==> config.mk <==
export PLATFORM = sky130hd
export DESIGN_NAME = mem_cmd_sequencer
export DESIGN_NICKNAME = d
export VERILOG_FILES = /design/src/rtl/mem_cmd_sequencer.sv
export SDC_FILE = /design/constraint.sdc
export NUM_CORES = 1
export LEC_CHECK = 0
export CORE_ASPECT_RATIO = 0.75
export CORE_UTILIZATION = 41
export CTS_CLUSTER_DIAMETER = 150
export DETAILED_ROUTE_END_ITERATION = 7
export PLACE_DENSITY = 0.78
export SYNTH_ARGS = -nofsm -noshare
export SYNTH_HDL_FRONTEND = slang
export SYNTH_SLANG_ARGS = --single-unit
==> constraint.sdc <==
create_clock -name clock -period 1.58 [get_ports clock]
set_input_delay 0.316 -clock clock [delete_from_list [all_inputs] [get_ports clock]]
set_output_delay 0.316 -clock clock [all_outputs]
set_load 0.05 [all_outputs]
==> src/rtl/mem_cmd_sequencer.sv <==
// Byte-stream command front-end for memory_controller: assembles header/operand
// bytes, issues one-cycle opcode strobes and returns read data on a valid/ready port.
module mem_cmd_sequencer #(
  parameter int ADDR_BITS = 2
) (
  input  logic                 clock,
  input  logic                 reset,
  input  logic                 in_valid,
  input  logic [7:0]           in_byte,
  output logic                 in_ready,
  output logic [3:0]           mem_inst,
  output logic [ADDR_BITS-1:0] mem_addr,
  output logic [7:0]           mem_wdata,
  input  logic [7:0]           mem_rdata,
  output logic                 rsp_valid,
  output logic [7:0]           rsp_data,
  input  logic                 rsp_ready,
  output logic [7:0]           err_count
);

  localparam logic [2:0] S_IDLE    = 3'd0;
  localparam logic [2:0] S_OPERAND = 3'd1;
  localparam logic [2:0] S_ISSUE   = 3'd2;
  localparam logic [2:0] S_WAIT    = 3'd3;
  localparam logic [2:0] S_RESP    = 3'd4;

  localparam logic [3:0] OP_WRITE    = 4'h1;
  localparam logic [3:0] OP_EXTWRITE = 4'h9;
  localparam logic [3:0] OP_READEXT  = 4'hA;

  logic [2:0]           r_state;
  logic [2:0]           w_state_nxt;
  logic [3:0]           r_opcode;
  logic [ADDR_BITS-1:0] r_addr;
  logic [7:0]           r_wdata;
  logic                 r_is_read;
  logic [7:0]           r_rsp_data;
  logic [7:0]           r_err_count;

  logic [3:0]           w_hdr_op;
  logic                 w_op_write;
  logic                 w_op_extw;
  logic                 w_op_read;
  logic                 w_op_legal;
  logic                 w_accept;
  logic                 w_in_ready;
  logic                 w_unused_addr_hi;

  // Header address bits above ADDR_BITS are deliberately ignored.
  assign w_unused_addr_hi = ^in_byte[3:0];

  always_comb begin
    w_hdr_op   = in_byte[7:4];
    w_op_write = (w_hdr_op == OP_WRITE);
    w_op_extw  = (w_hdr_op == OP_EXTWRITE);
    w_op_read  = ((w_hdr_op >= 4'h2) && (w_hdr_op <= 4'h6)) || (w_hdr_op == OP_READEXT);
    w_op_legal = w_op_write || w_op_extw || w_op_read;
  end

  assign w_in_ready = (r_state == S_IDLE) || (r_state == S_OPERAND);
  assign w_accept   = in_valid && w_in_ready;

  always_comb begin
    w_state_nxt = r_state;
    case (r_state)
      S_IDLE: begin
        if (w_accept) begin
          if (w_op_write) begin
            w_state_nxt = S_OPERAND;
          end else if (w_op_extw || w_op_read) begin
            w_state_nxt = S_ISSUE;
          end
        end
      end
      S_OPERAND: begin
        if (w_accept) begin
          w_state_nxt = S_ISSUE;
        end
      end
      S_ISSUE: begin
        w_state_nxt = r_is_read ? S_WAIT : S_IDLE;
      end
      S_WAIT: begin
        w_state_nxt = S_RESP;
      end
      S_RESP: begin
        if (rsp_ready) begin
          w_state_nxt = S_IDLE;
        end
      end
      default: begin
        w_state_nxt = S_IDLE;
      end
    endcase
  end

  always_ff @(posedge clock or negedge reset) begin
    if (!reset) begin
      r_state     <= S_IDLE;
      r_opcode    <= '0;
      r_addr      <= '0;
      r_wdata     <= '0;
      r_is_read   <= 1'b0;
      r_rsp_data  <= '0;
      r_err_count <= '0;
    end else begin
      r_state <= w_state_nxt;
      if ((r_state == S_IDLE) && w_accept) begin
        r_opcode  <= w_hdr_op;
        r_addr    <= in_byte[ADDR_BITS-1:0];
        r_is_read <= w_op_read;
        if (!w_op_legal && (r_err_count != 8'hFF)) begin
          r_err_count <= r_err_count + 8'd1;
        end
      end
      if ((r_state == S_OPERAND) && w_accept) begin
        r_wdata <= in_byte;
      end
      // Controller's out_buf was loaded at the end of ISSUE, so it is valid here.
      if (r_state == S_WAIT) begin
        r_rsp_data <= mem_rdata;
      end
    end
  end

  assign in_ready  = w_in_ready;
  assign mem_inst  = (r_state == S_ISSUE) ? r_opcode : 4'h0;
  assign mem_addr  = r_addr;
  assign mem_wdata = r_wdata;
  assign rsp_valid = (r_state == S_RESP);
  assign rsp_data  = r_rsp_data;
  assign err_count = r_err_count;

endmodule

==> results of run 1 <==
[worst reg2reg max path, stage by stage (launching register included)]
cell and delay (ns):
dfrtp_1 0.44, buf_6 0.15, nor4b_4 0.32, nand4_1 0.18
nor2_2 0.17, mux2_4 0.31
[per-stage QoR]
step	setup TNS, ns	total power [W]	utilization, %	setup slack, ns
floorplan	-0.09005	0.003661	-	-0.09005
global placement	-5.982	0.005073	66.95	-0.3359
CTS	-0.4835	0.005869	70.57	-0.06554
global route	-1.520	0.006294	73.41	-0.1940
detailed placement	-6.753	0.005147	66.95	-0.4073
finish	-0.8848	0.006033	73.41	-0.1468
[path summary, 6_finish.rpt]
kind	start	to	depth (start not counted)
max	r_state[0]	mem_inst[0]	4
min in group clock	r_opcode[0]	r_opcode[0]	1
min	reset	mem_wdata[1]	2
min reg2reg	r_opcode[0]	r_opcode[0]	1
max in group asynchronous	reset	err_count[1]	2
max reg2reg	r_state[2]	err_count[4]	5
[timing repair]
item	CTS	global route
setup endpoints to repair	19	22
resized for setup	16	21
gates cloned	0	2
buffers inserted	2	1
pin swaps	2	9
[power by group through the flow]
stage                     registers, W  clock network, W  logic (W)
after CTS                      0.00156          0.000610    0.00369
after global placement         0.00153                 0    0.00354
after global routing           0.00164          0.000673    0.00398
after floorplan                0.00255                 0    0.00111
after detailed placement       0.00157                 0    0.00358
final                          0.00159          0.000611    0.00384
[logic make-up after synthesis]
family	count (synthesis)	synth area share, %
AO/OA/AOI/OAI	12	5.209
adder cells (fa/ha/maj)	1	0.8012
XOR/XNOR	6	3.365
buffers and inverters	9	2.964
AND/OR/NAND/NOR	37	15.22
multiplexers	25	17.95
flip-flops	34	54.49
[flip-flops by register name (all words and copies together) (netlist names)]
register / flops
err_count: 8
mem_addr: 2
mem_wdata: 8
r_is_read: 1
r_opcode: 4
r_state: 3
rsp_data: 8
[cells in the mapped netlist, drive strengths merged, types with 3 or more instances]
library cell,instances
mux2,24
dfrtp,34
buf,4
clkbuf,3
nand4,7
nor3,3
nor2,7
o21ai,4
xnor2,4
and2,4
nand3,3
nand2,3
[per-layer routing]
| layer | GRT usage (%) | vias to the layer above | part of all wire [%] |
|---|---|---|---|
| li1 | - | 606 | - |
| met3 | 5.292 | 16 | 5.0 |
| met1 | 27.15 | 651 | 42 |
| met2 | 34.39 | 55 | 50 |
| met5 | 0 | - | 0 |
| met4 | 6.162 | 0 | 3.0 |
[cell type report]
cell class	instances	area [µm²]
Tap cell	52	65.06
Inverter	2	7.507
Clock buffer	8	80.08
Fill cell	247	973.4
Antenna cell	1	2.502
Multi-Input combinational cell	81	785.8
Sequential cell	34	855.8
Timing Repair Buffer	81	890.9
==> impl_metrics.env, run 1 <==
export IMPL_async_reset_ff_share_pct=100.0
export IMPL_clockBufferDepth=2
export IMPL_yosys_warnings=0
export IMPL_cts_tree="yes"
export IMPL_path_buf_inv=2
export IMPL_drc=0
export IMPL_swShare_pct=45.22
export IMPL_yosys_area_top_type="dfrtp_1"
export IMPL_synthCells=124
export IMPL_finClkSkew_ns=0.005053
export IMPL_slew_headroom_pct=72.69
export IMPL_status="finished, violations left"
export IMPL_drt_initial_drc_count=86
export IMPL_clk_latency_ns=0.27
export IMPL_first_pass_iters=4
export IMPL_slew_violations=0
export IMPL_final_cell_area_um2=2688
export IMPL_path_class="flip-flop to output pin"
export IMPL_avgSynthCellArea_um2=12.59
export IMPL_start_kind="flip-flop"
export IMPL_std_cell_rows=19
export IMPL_max_stage_delay_ns=0.46
export IMPL_p_comb_share_pct=63.6
export IMPL_layout_commonest_cell="buf_4"
export IMPL_violations="setup timing"
export IMPL_nNetsFinal=226
export IMPL_rsz0062_at_grt="yes"
export IMPL_worstMarginPinSlew_ns=0.4084
export IMPL_regToRegSetupSlack_ns=-0.10
export IMPL_intPower_w=0.003305
export IMPL_hold_path_class="primary input to asynchronous set/reset pin"
export IMPL_clkSlewWorstSetupHoldPaths_ns=0.07
export IMPL_stdcell_count=259
export IMPL_cts_made_buffers=5
export IMPL_cp_end_kind="output pin"
export IMPL_grt_pass1_vias=1390
export IMPL_power_leakage_nw=1.215
export IMPL_post_drt_wl_per_cell_um=16.54
export IMPL_core_area_um2=3661
export IMPL_cts_root_buf="clkbuf_8"
export IMPL_die_h_um=55.45
export IMPL_synthToLayoutAreaGrowth_pct=72.12
export IMPL_fmax_ghz=0.5791
export IMPL_ys_seq_area_share_pct=54.49
export IMPL_crit_chain="nor3b_2, buf_4, and2_4, buf_12"
export IMPL_crit_fanout=4
export IMPL_slowest_stage="dfrtp_2"
export IMPL_power_frac_clock_pct=10.1
export IMPL_crit_family="flip-flops"
export IMPL_arrival_ns=1.41
export IMPL_postRouteAntennaNets=0
export IMPL_synth_main_ff_cell="dfrtp_1"
export IMPL_synth_top_area_share_pct=54.49
export IMPL_layout_setup_ws_ns=-0.1468
export IMPL_synth_nets=145
export IMPL_hold_buffers=0
export IMPL_hold_slack_ns=0.4336
export IMPL_synth_edf_count=0
export IMPL_period_needed_ns=1.727
export IMPL_syn_area_um2=1561
export IMPL_drive_gt1_share_pct=57.28
export IMPL_grt_use_total_pct=20.94
export IMPL_start_util_pct=42.65
export IMPL_placed_area_um2=2451
export IMPL_finalSetupViolations=10
export IMPL_synth_area_leaders="dfrtp_1, mux2_2, nand4_1"
export IMPL_maxCapViolCount=0
export IMPL_ys_types=35
export IMPL_h_tree_depth=2
export IMPL_layout_cells_most_common_list="buf_4, dfrtp_1, mux2_2"
export IMPL_grt_max_degree=35
export IMPL_powerDensity_nw_per_um2=2245
export IMPL_die_area_um2=4062
export IMPL_ioPinCount=52
export IMPL_period_share_pct=109.3
export IMPL_p_switching_w=0.002728
export IMPL_cts_sinks=34
export IMPL_grt_pass1_wl_um=6541
export IMPL_crit_required_ns=1.26
export IMPL_p_seq_share_pct=26.3
export IMPL_ys_ff_latch=34
export IMPL_antenna_found_initial=1
export IMPL_gp_congestion=0.8729
export IMPL_place_inst=245
export IMPL_port_buffers=51
export IMPL_dp_hpwl_um=2729
export IMPL_vdd_drop_max_mv=1.660
export IMPL_die_w_um=73.26
export IMPL_hold_violations=0
export IMPL_drt_total_wl_um=4285
export IMPL_via_count=1328
export IMPL_grt_ovfl_total=0
export IMPL_viasPerCell=5.127
Power figures use the tool's default switching activity.
==> run 2: changes to the inputs <==
--- a/config.mk
+++ b/config.mk
@@ -6,10 +6,10 @@
 export NUM_CORES = 1
 export LEC_CHECK = 0
 export CORE_ASPECT_RATIO = 0.75
-export CORE_UTILIZATION = 41
+export CORE_UTILIZATION = 35
 export CTS_CLUSTER_DIAMETER = 150
 export DETAILED_ROUTE_END_ITERATION = 7
-export PLACE_DENSITY = 0.78
+export PLACE_DENSITY = 0.66
 export SYNTH_ARGS = -nofsm -noshare
 export SYNTH_HDL_FRONTEND = slang
 export SYNTH_SLANG_ARGS = --single-unit
==> constraint.sdc (replaced) <==
create_clock -name clock -period 2.2 [get_ports clock]
set_input_delay 0.44 -clock clock [delete_from_list [all_inputs] [get_ports clock]]
set_output_delay 0.44 -clock clock [all_outputs]
set_load 0.05 [all_outputs]
==> run 2 against run 1 <==
  * The run now ends clean
  * Design area decreased by 15%
  * Power shrank 38%
  * Clock power decreased by 31%
  * Non-clock buffer count shrank 22
  * Sequential share of layout area rose by 5.6 points
  * Combinational power decreased by 43%
  * Global-route usage down 5.5 points
  * Critical path depth down 1
  * Core utilization decreased by 19 points
  * Worst hold slack gained 0.059 ns
  * Final cell count down 8.1%
  * Sequential power down 28%
  * Critical endpoint is now mem_inst[2]
==> impl_metrics.env, run 2 (synthesized netlist as in run 1, its figures left out) <==
export IMPL_layout_commonest_cell="clkdlybuf4s50_1"
export IMPL_clockBufferDepth=2
export IMPL_tns_ns=0
export IMPL_p_switching_w=0.001744
export IMPL_die_area_um2=4735
export IMPL_finalSetupViolations=0
export IMPL_crit_chain="nor3b_1, and2_1, buf_12"
export IMPL_period_needed_ns=2.089
export IMPL_clkSlewWorstSetupHoldPaths_ns=0.06
export IMPL_postRouteAntennaNets=0
export IMPL_die_h_um=59.85
export IMPL_start_kind="flip-flop"
export IMPL_first_pass_iters=4
export IMPL_synthToLayoutAreaGrowth_pct=45.59
export IMPL_post_cts_repair_setup_buffers=0
export IMPL_clk_latency_ns=0.28
export IMPL_slew_headroom_pct=65.62
export IMPL_die_w_um=79.13
export IMPL_drive_gt1_share_pct=25.68
export IMPL_grt_max_degree=35
export IMPL_powerDensity_nw_per_um2=1651
export IMPL_crit_required_ns=1.76
export IMPL_drt_total_wl_um=3295
export IMPL_finClkSkew_ns=0.007049
export IMPL_hold_path_class="flip-flop to flip-flop"
export IMPL_grt_pass1_wl_um=5478
export IMPL_slew_violations=0
export IMPL_start_util_pct=37.59
export IMPL_p_comb_share_pct=58.3
export IMPL_port_buffers=51
export IMPL_nFillCells=369
export IMPL_gp_congestion=0.8414
export IMPL_std_cell_rows=20
export IMPL_cts_root_buf="clkbuf_8"
export IMPL_fmax_ghz=0.4786
export IMPL_maxCapViolCount=0
export IMPL_worstMarginPinSlew_ns=0.5140
export IMPL_cts_sinks=34
export IMPL_hold_violations=0
export IMPL_ioPinCount=52
export IMPL_viasPerCell=4.916
export IMPL_grt_pass1_vias=1192
export IMPL_nNetsFinal=204
export IMPL_period_share_pct=94.97
export IMPL_vdd_drop_max_mv=0.8448
export IMPL_crit_fanout=9
export IMPL_cts_tree="yes"
export IMPL_slowest_stage="dfrtp_1"
export IMPL_dp_hpwl_um=2424
export IMPL_fin_util_pct=54.73
export IMPL_grt_ovfl_total=0
export IMPL_place_inst=231
export IMPL_status="finished, final reports clean"
export IMPL_cts_made_buffers=5
export IMPL_swShare_pct=46.48
export IMPL_layout_cells_most_common_list="clkdlybuf4s50_1, dfrtp_1, mux2_2"
export IMPL_antenna_cells=0
export IMPL_h_tree_depth=2
export IMPL_grt_use_total_pct=15.45
export IMPL_drt_initial_drc_count=18
export IMPL_max_stage_delay_ns=0.52
export IMPL_ctsResizeCount=0
export IMPL_cp_end_kind="output pin"
export IMPL_post_drt_wl_per_cell_um=13.84
export IMPL_core_area_um2=4154
export IMPL_drc=0
export IMPL_arrival_ns=1.65
export IMPL_stdcell_count=238
export IMPL_via_count=1170
export IMPL_path_class="flip-flop to output pin"
export IMPL_power_frac_clock_pct=11.2
export IMPL_rsz0062_at_grt="no"
export IMPL_hold_slack_ns=0.4926
export IMPL_power_leakage_nw=0.9574
export IMPL_antenna_found_initial=0
export IMPL_intPower_w=0.002009
export IMPL_p_seq_share_pct=30.5
export IMPL_hold_buffers=0
run 2: cell types whose count changed in the layout (fill, tap and decap cells not counted), sizes merged:
cell	delta
buf	-48
clkbuf	-1
clkdlybuf4s50	+31
diode	-1
dlygate4sd2	-2
dlymetal6s2s	-3
run 2: path summary, 6_finish.rpt:
path	start	end	slack [ns]	depth (start not counted)
setup / recovery	r_state[1]	mem_inst[2]	0.11	3
hold / removal	err_count[7]	err_count[7]	0.49	1
setup reg to reg	err_count[1]	err_count[1]	0.39	5
hold reg to reg	err_count[7]	err_count[7]	0.49	1
max in group asynchronous	reset	mem_wdata[4]	1.33	2
min in group asynchronous	reset	mem_wdata[6]	0.57	2
run 2: power by group through the flow:
stage / Combinational, W / Sequential, W / Clock [W]
final: 0.00219 / 0.00114 / 0.000422
after floorplan: 0.000769 / 0.00182 / 0
after global placement: 0.00218 / 0.00114 / 0
after detailed placement: 0.00220 / 0.00115 / 0
after CTS: 0.00221 / 0.00115 / 0.000441
after global routing: 0.00229 / 0.00119 / 0.000463
run 2: cell type report:
cell class	count	area (µm²)	share of cell area [%]
inverter	2	7.507	0.3302
clock buffer	7	76.32	3.357
multi-input combinational	81	664.4	29.22
tap	55	68.82	3.027
sequential	34	850.8	37.42
timing repair buffer	59	605.6	26.64
run 2: critical path: cells and delay by family, from the launching register on:
| kind | cells | cell delay (ns) |
|---|---|---|
| buffers and inverters | 1 | 0.15 |
| DFF | 1 | 0.52 |
| and+or+nand+nor | 2 | 0.71 |
run 2: stage by stage:
step | worst slack (ns) | area [µm²] | total power (W)
after detailed placement | 0.08349 | 2197 | 0.003353
after global placement | 0.1502 | 2197 | 0.003320
after CTS | 0.1125 | 2273 | 0.003795
after floorplan | 0.1798 | 1562 | 0.002585
final | 0.1106 | 2273 | 0.003753
after global routing | 0.01379 | 2273 | 0.003946
run 2: routing by layer:
metal / vias to the layer above / track usage (%) / share of wire [%]
li1: 558 / - / -
met1: 562 / 20.08 / 45
met2: 45 / 24.14 / 46
met3: 5 / 5.344 / 7.9
met4: 0 / 5.455 / 1.1
met5: - / 0 / 0
==> RTL edit 1: new RTL, settings of run 1 <==
The parameter `ADDR_BITS` goes from 2 to 3.
--- a/src/rtl/mem_cmd_sequencer.sv
+++ b/src/rtl/mem_cmd_sequencer.sv
@@ -3,3 +3,3 @@
 module mem_cmd_sequencer #(
-  parameter int ADDR_BITS = 2
+  parameter int ADDR_BITS = 3
 ) (
Interface: changed (resized mem_addr); port bits go from 52 to 53. The function was not compared with the original's and may differ.
==> RTL edit 1 against run 1 <==
- first-iteration DRC count decreased by 60%
- critical endpoint is now err_count[4]
- worst setup slack improved by 0.076 ns
- clock skew about the same
- via count is 0.75% higher
- routed wire length fell by 11%
- synthesized area up 2.3%
- sequential cell count is 1 higher
- total power rose by 2.6%
- largest power group unchanged
- die area is 2.2% higher
- count of clock-buffer cells in the layout fell by 2
- cell area up 1.7%
- core utilization grew 0.75 points
- the run still ends with negative setup slack left
- fmax up 4.6%
==> RTL edit 1: results (changes against run 1) <==
stage;metric;value;unit;change
status;status;finished, violations left;;
status;failing checks;negative setup slack;;
synthesis;Synth top cells by count;35 x dfrtp_1, 25 x mux2_2, 7 x nand4_1, 7 x nor2_1;;
power_and_ir_drop;Clock Power;679;uW;+11%
detailed_routing;met3 wire length;200;um;-7.0%
clock_network;Clock Tree Buf Depth;2;;unchanged
setup_path;Setup Crit Path Kind;flop to flop;;
sta;Final WS setup;-0.0708;ns;+0.0760 ns
finish;Non-Filler Instances;266;;+2.7%
clock_network;Worst-path clk slew;0.07;ns;about the same
detailed_routing;Routed WL;3800;um;-11%
placement;DP Worst Slack;-0.345;ns;+0.0620 ns
finish;share of cells above drive strength 1;58.4;%;+1.1 points
placement;HPWL Detailed;2770;um;+1.6%
power_and_ir_drop;Lkg Pwr;1.23;nW;+1.4%
grt;grt met1 use;23.7;%;-3.5 points
detailed_routing;met2 wire length;1960;um;-8.5%
clock_network;Clock Latency Late Sink;0.29;ns;+0.02 ns
power_and_ir_drop;worst vdd ir;1.75;mV;+5.6%
sta;hold_ws;0.391;ns;-0.0425 ns
setup_path;crit path DAT;1.82;ns;+0.41 ns
finish;Post-layout nets;234;;+3.5%
power_and_ir_drop;sequential power;1.60;mW;
synthesis;Synth warnings;0;;unchanged
setup_path;Crit path max-delay family;simple AND/OR/NAND/NOR gates;;
grt;vias in the first global route;1404;;+1.0%
clock_network;TritonCTS buffer count;5;;unchanged
power_and_ir_drop;power after layout;6.19;mW;+2.6%
setup_path;internal reg-to-reg setup slack;-0.07;ns;+0.03 ns
sta;Clock Skews;0.00549;ns;+0.000437 ns
synthesis;count leader, synth;dfrtp_1;;
synthesis;Cells after Synth;126;;+1.6%
placement;Cell Area, Placed;0.00250;mm2;+1.9%
detailed_routing;initial drt markers;34;;-60%
grt;Tot GR Track Use;19.9;%;-1.1 points
synthesis;top post-synthesis cells by area;dfrtp_1 55%, mux2_2 18%, nand4_1 2.7%;;
clock_network;H-Tree Depth;2;;unchanged
placement;I/O Buffers;52;;+2.0%
finish;diode count;0;;-1
sta;Fin Setup TNS;-0.367;ns;+0.518 ns
grt;initial antenna violation count;0;;-1
setup_path;Critical Path Fanout Max;4;;unchanged
grt;first-pass GRT wire length;6200;um;-5.2%
detailed_routing;Vias/cell;5.03;;-1.9%
sta;final setup vio count;6;;-4
setup_path;RR Startpoint;r_state[2];;
synthesis;Seq/Total Area, Yosys;54.8;%;+0.33 points
grt;M3 GR Usage;6.88;%;+1.6 points
detailed_routing;DR top layer;met4;;
placement;routability cong.;0.819;;-6.2%
synthesis;syn nets;147;;+1.4%
synthesis;count of cell types in the netlist;35;;unchanged
grt;largest net degree at the start of global routing;36;;+2.9%
setup_path;cell at the slowest stage of the critical path;dfrtp_2;;
placement;placed cells;250;;+2.0%
grt;GR Util met2;32.3;%;-2.1 points
sta;Slew @ Worst Pin;0.298;ns;-0.111 ns
detailed_routing;met1 wire length;1600;um;-11%
power_and_ir_drop;Switching Share;44.8;%;-0.46 points
RTL edit 1: what timing repair did:
item,4_1_cts,5_1_grt
hold endpoints to repair,0,0
resized for setup,18,9
pin swaps,3,9
endpoints found under the setup margin,17,18
buffers inserted,6,2
RTL edit 1: worst reg2reg max path, cell delays in order, from the launching register on:
cell	delay, ns
dfrtp_2	0.45
nor4b_4	0.36
buf_4	0.18
nand4_1	0.11
nor2_2	0.13
mux2_4	0.30
RTL edit 1: area by class of cell:
cell class / count / area [um2]
Inverter: 2 / 7.51
Fill cell: 250 / 952
Clock inverter: 2 / 16.3
Timing Repair Buffer: 87 / 912
Clock buffer: 6 / 82.6
Tap cell: 52 / 65.1
Sequential cell: 35 / 882
Multi-Input combinational cell: 82 / 767
RTL edit 1: logic make-up after synthesis:
kind of cell,share of synthesized area [%]
adder cells (fa/ha/maj),0.783
AND/OR/NAND/NOR,14.9
buffers and inverters,2.90
multiplexers,18.2
XOR/XNOR,3.29
AO/OA/AOI/OAI,5.09
flip-flops,54.8
==> RTL edit 2: new RTL, config.mk and constraints of run 1 <==
Without the edit above. Put one more register stage on the output `err_count`, with the module's reset. The value now appears one clock later. The other outputs are not delayed to match.
--- a/src/rtl/mem_cmd_sequencer.sv
+++ b/src/rtl/mem_cmd_sequencer.sv
@@ -131,3 +131,9 @@
   assign rsp_data  = r_rsp_data;
-  assign err_count = r_err_count;
+  always_ff @(posedge clock or negedge reset) begin
+    if (!reset) begin
+      err_count <= '0;
+    end else begin
+      err_count <= r_err_count;
+    end
+  end
 
Check against the original RTL: not equivalent (Yosys sat finds a counterexample within 4 cycles, from zero or initial values and one cycle with reset low).
==> RTL edit 2 against run 1 <==
- the flow still finishes with violations (negative setup slack)
- synthesized cell count up 15%
- non-clock buffer count up 8
- hold slack better by 0.011 ns
- cell area up 7.5%
- sequential cell count up 8
- core utilization down 2.1 points
- total power up 7.3%
- fmax up 1.1%
- sequential power up 18%
- synthesized area up 11%
- cell count up 12%
- worst setup slack better by 0.019 ns
- routed wire length up 8.4%
- critical path type is now flop to flop
- critical endpoint is now r_err_count[3]
- largest cell class is now sequential cells
- largest power group unchanged
==> RTL edit 2: results (changes against run 1) <==
stage;metric;value;unit;change
finish;fillers;286;;+16%
sta;Fin Setup TNS;-0.800;ns;+0.0845 ns
synthesis;syn nets;164;;+13%
synthesis;Synth Area in Adders;0.722;%;-0.080 points
synthesis;Synth top cells by count;42 x dfrtp_1, 27 x nand2_1, 17 x mux2_2;;
sta;final setup vio count;9;;-1
sta;hold_ws;0.445;ns;+0.0114 ns
grt;M3 GR Usage;6.36;%;+1.1 points
synthesis;count of cell types in the netlist;30;;-14%
power_and_ir_drop;worst vdd ir;1.19;mV;-28%
finish;Post-layout nets;254;;+12%
sta;Slew @ Worst Pin;0.381;ns;-0.0271 ns
grt;GR Util met2;34.7;%;+0.30 points
placement;HPWL Detailed;2900;um;+6.1%
clock_network;Clock Latency Late Sink;0.29;ns;+0.02 ns
grt;Tot GR Track Use;21.1;%;+0.12 points
sta;Clock Skews;0.0109;ns;+0.00587 ns
grt;vias in the first global route;1489;;+7.1%
sta;Final WS setup;-0.127;ns;+0.0194 ns
placement;routability cong.;0.879;;+0.66%
grt;initial antenna violation count;0;;-1
grt;first-pass GRT wire length;7000;um;+7.0%
die;Die Span X;77.1;um;+5.2%
status;failing checks;negative setup slack;;
synthesis;top post-synthesis cells by area;dfrtp_1 61%, mux2_2 11%, nand2_1 5.8%;;
finish;diode count;0;;-1
status;status;finished, violations left;;
==> RTL edit 2: timing repair <==
item,in CTS,in global routing
hold buffers,1,0
resized for setup,21,15
pin swaps,8,9
setup endpoints to repair,15,25
setup buffers,10,6
hold endpoints to repair,42,0
==> RTL edit 2: critical path, delay by kind of cell, from the launching register on <==
kind | cells | cell delay, ns
xor+xnor | 1 | 0.17
flops | 1 | 0.45
compound gates | 1 | 0.20
buf+inv | 1 | 0.20
simple gates | 2 | 0.60
==> RTL edit 2: per-layer routing <==
| metal | part of all wire, % | wire length, um |
|---|---|---|
| met5 | 0 | 0 |
| met1 | 41 | 1920 |
| met4 | 2.8 | 131 |
| met2 | 51 | 2380 |
| met3 | 4.7 | 217 |
==> RTL edit 2: how the worst max path moves through the flow <==
stage | endpoint | depth (start not counted)
final | r_err_count[3] | 5
after global routing | r_err_count[3] | 5
after CTS | mem_inst[1] | 4
after detailed placement | r_err_count[3] | 5
after global placement | r_err_count[7] | 5
after floorplan | r_err_count[1] | 5
==> RTL edit 2: layout make-up <==
class,instances,area [um2],area share [%]
clock buffers,6,82.6,2.86
repair buffers,89,865,29.9
multi-input cells,94,756,26.2
clock inverters,2,60.1,2.08
well taps,55,68.8,2.38
flip-flops and latches,42,1050,36.5
inverters,1,3.75,0.130
==> RTL edit 2: kinds of logic (layout without fill, tap and decap cells) <==
family / count (synthesis) / in the layout
buf+inv: 7 / 98
fa+ha+maj: 1 / 1
compound gates: 15 / 15
flops: 42 / 42
mux: 17 / 17
xor+xnor: 7 / 7
simple gates: 54 / 54
==> RTL edit 2: where the power goes <==
group	leakage, nW	switching [mW]	internal [mW]
registers	0.522	0.346	1.53
clock network	0.0714	0.362	0.674
logic	0.781	2.05	1.50
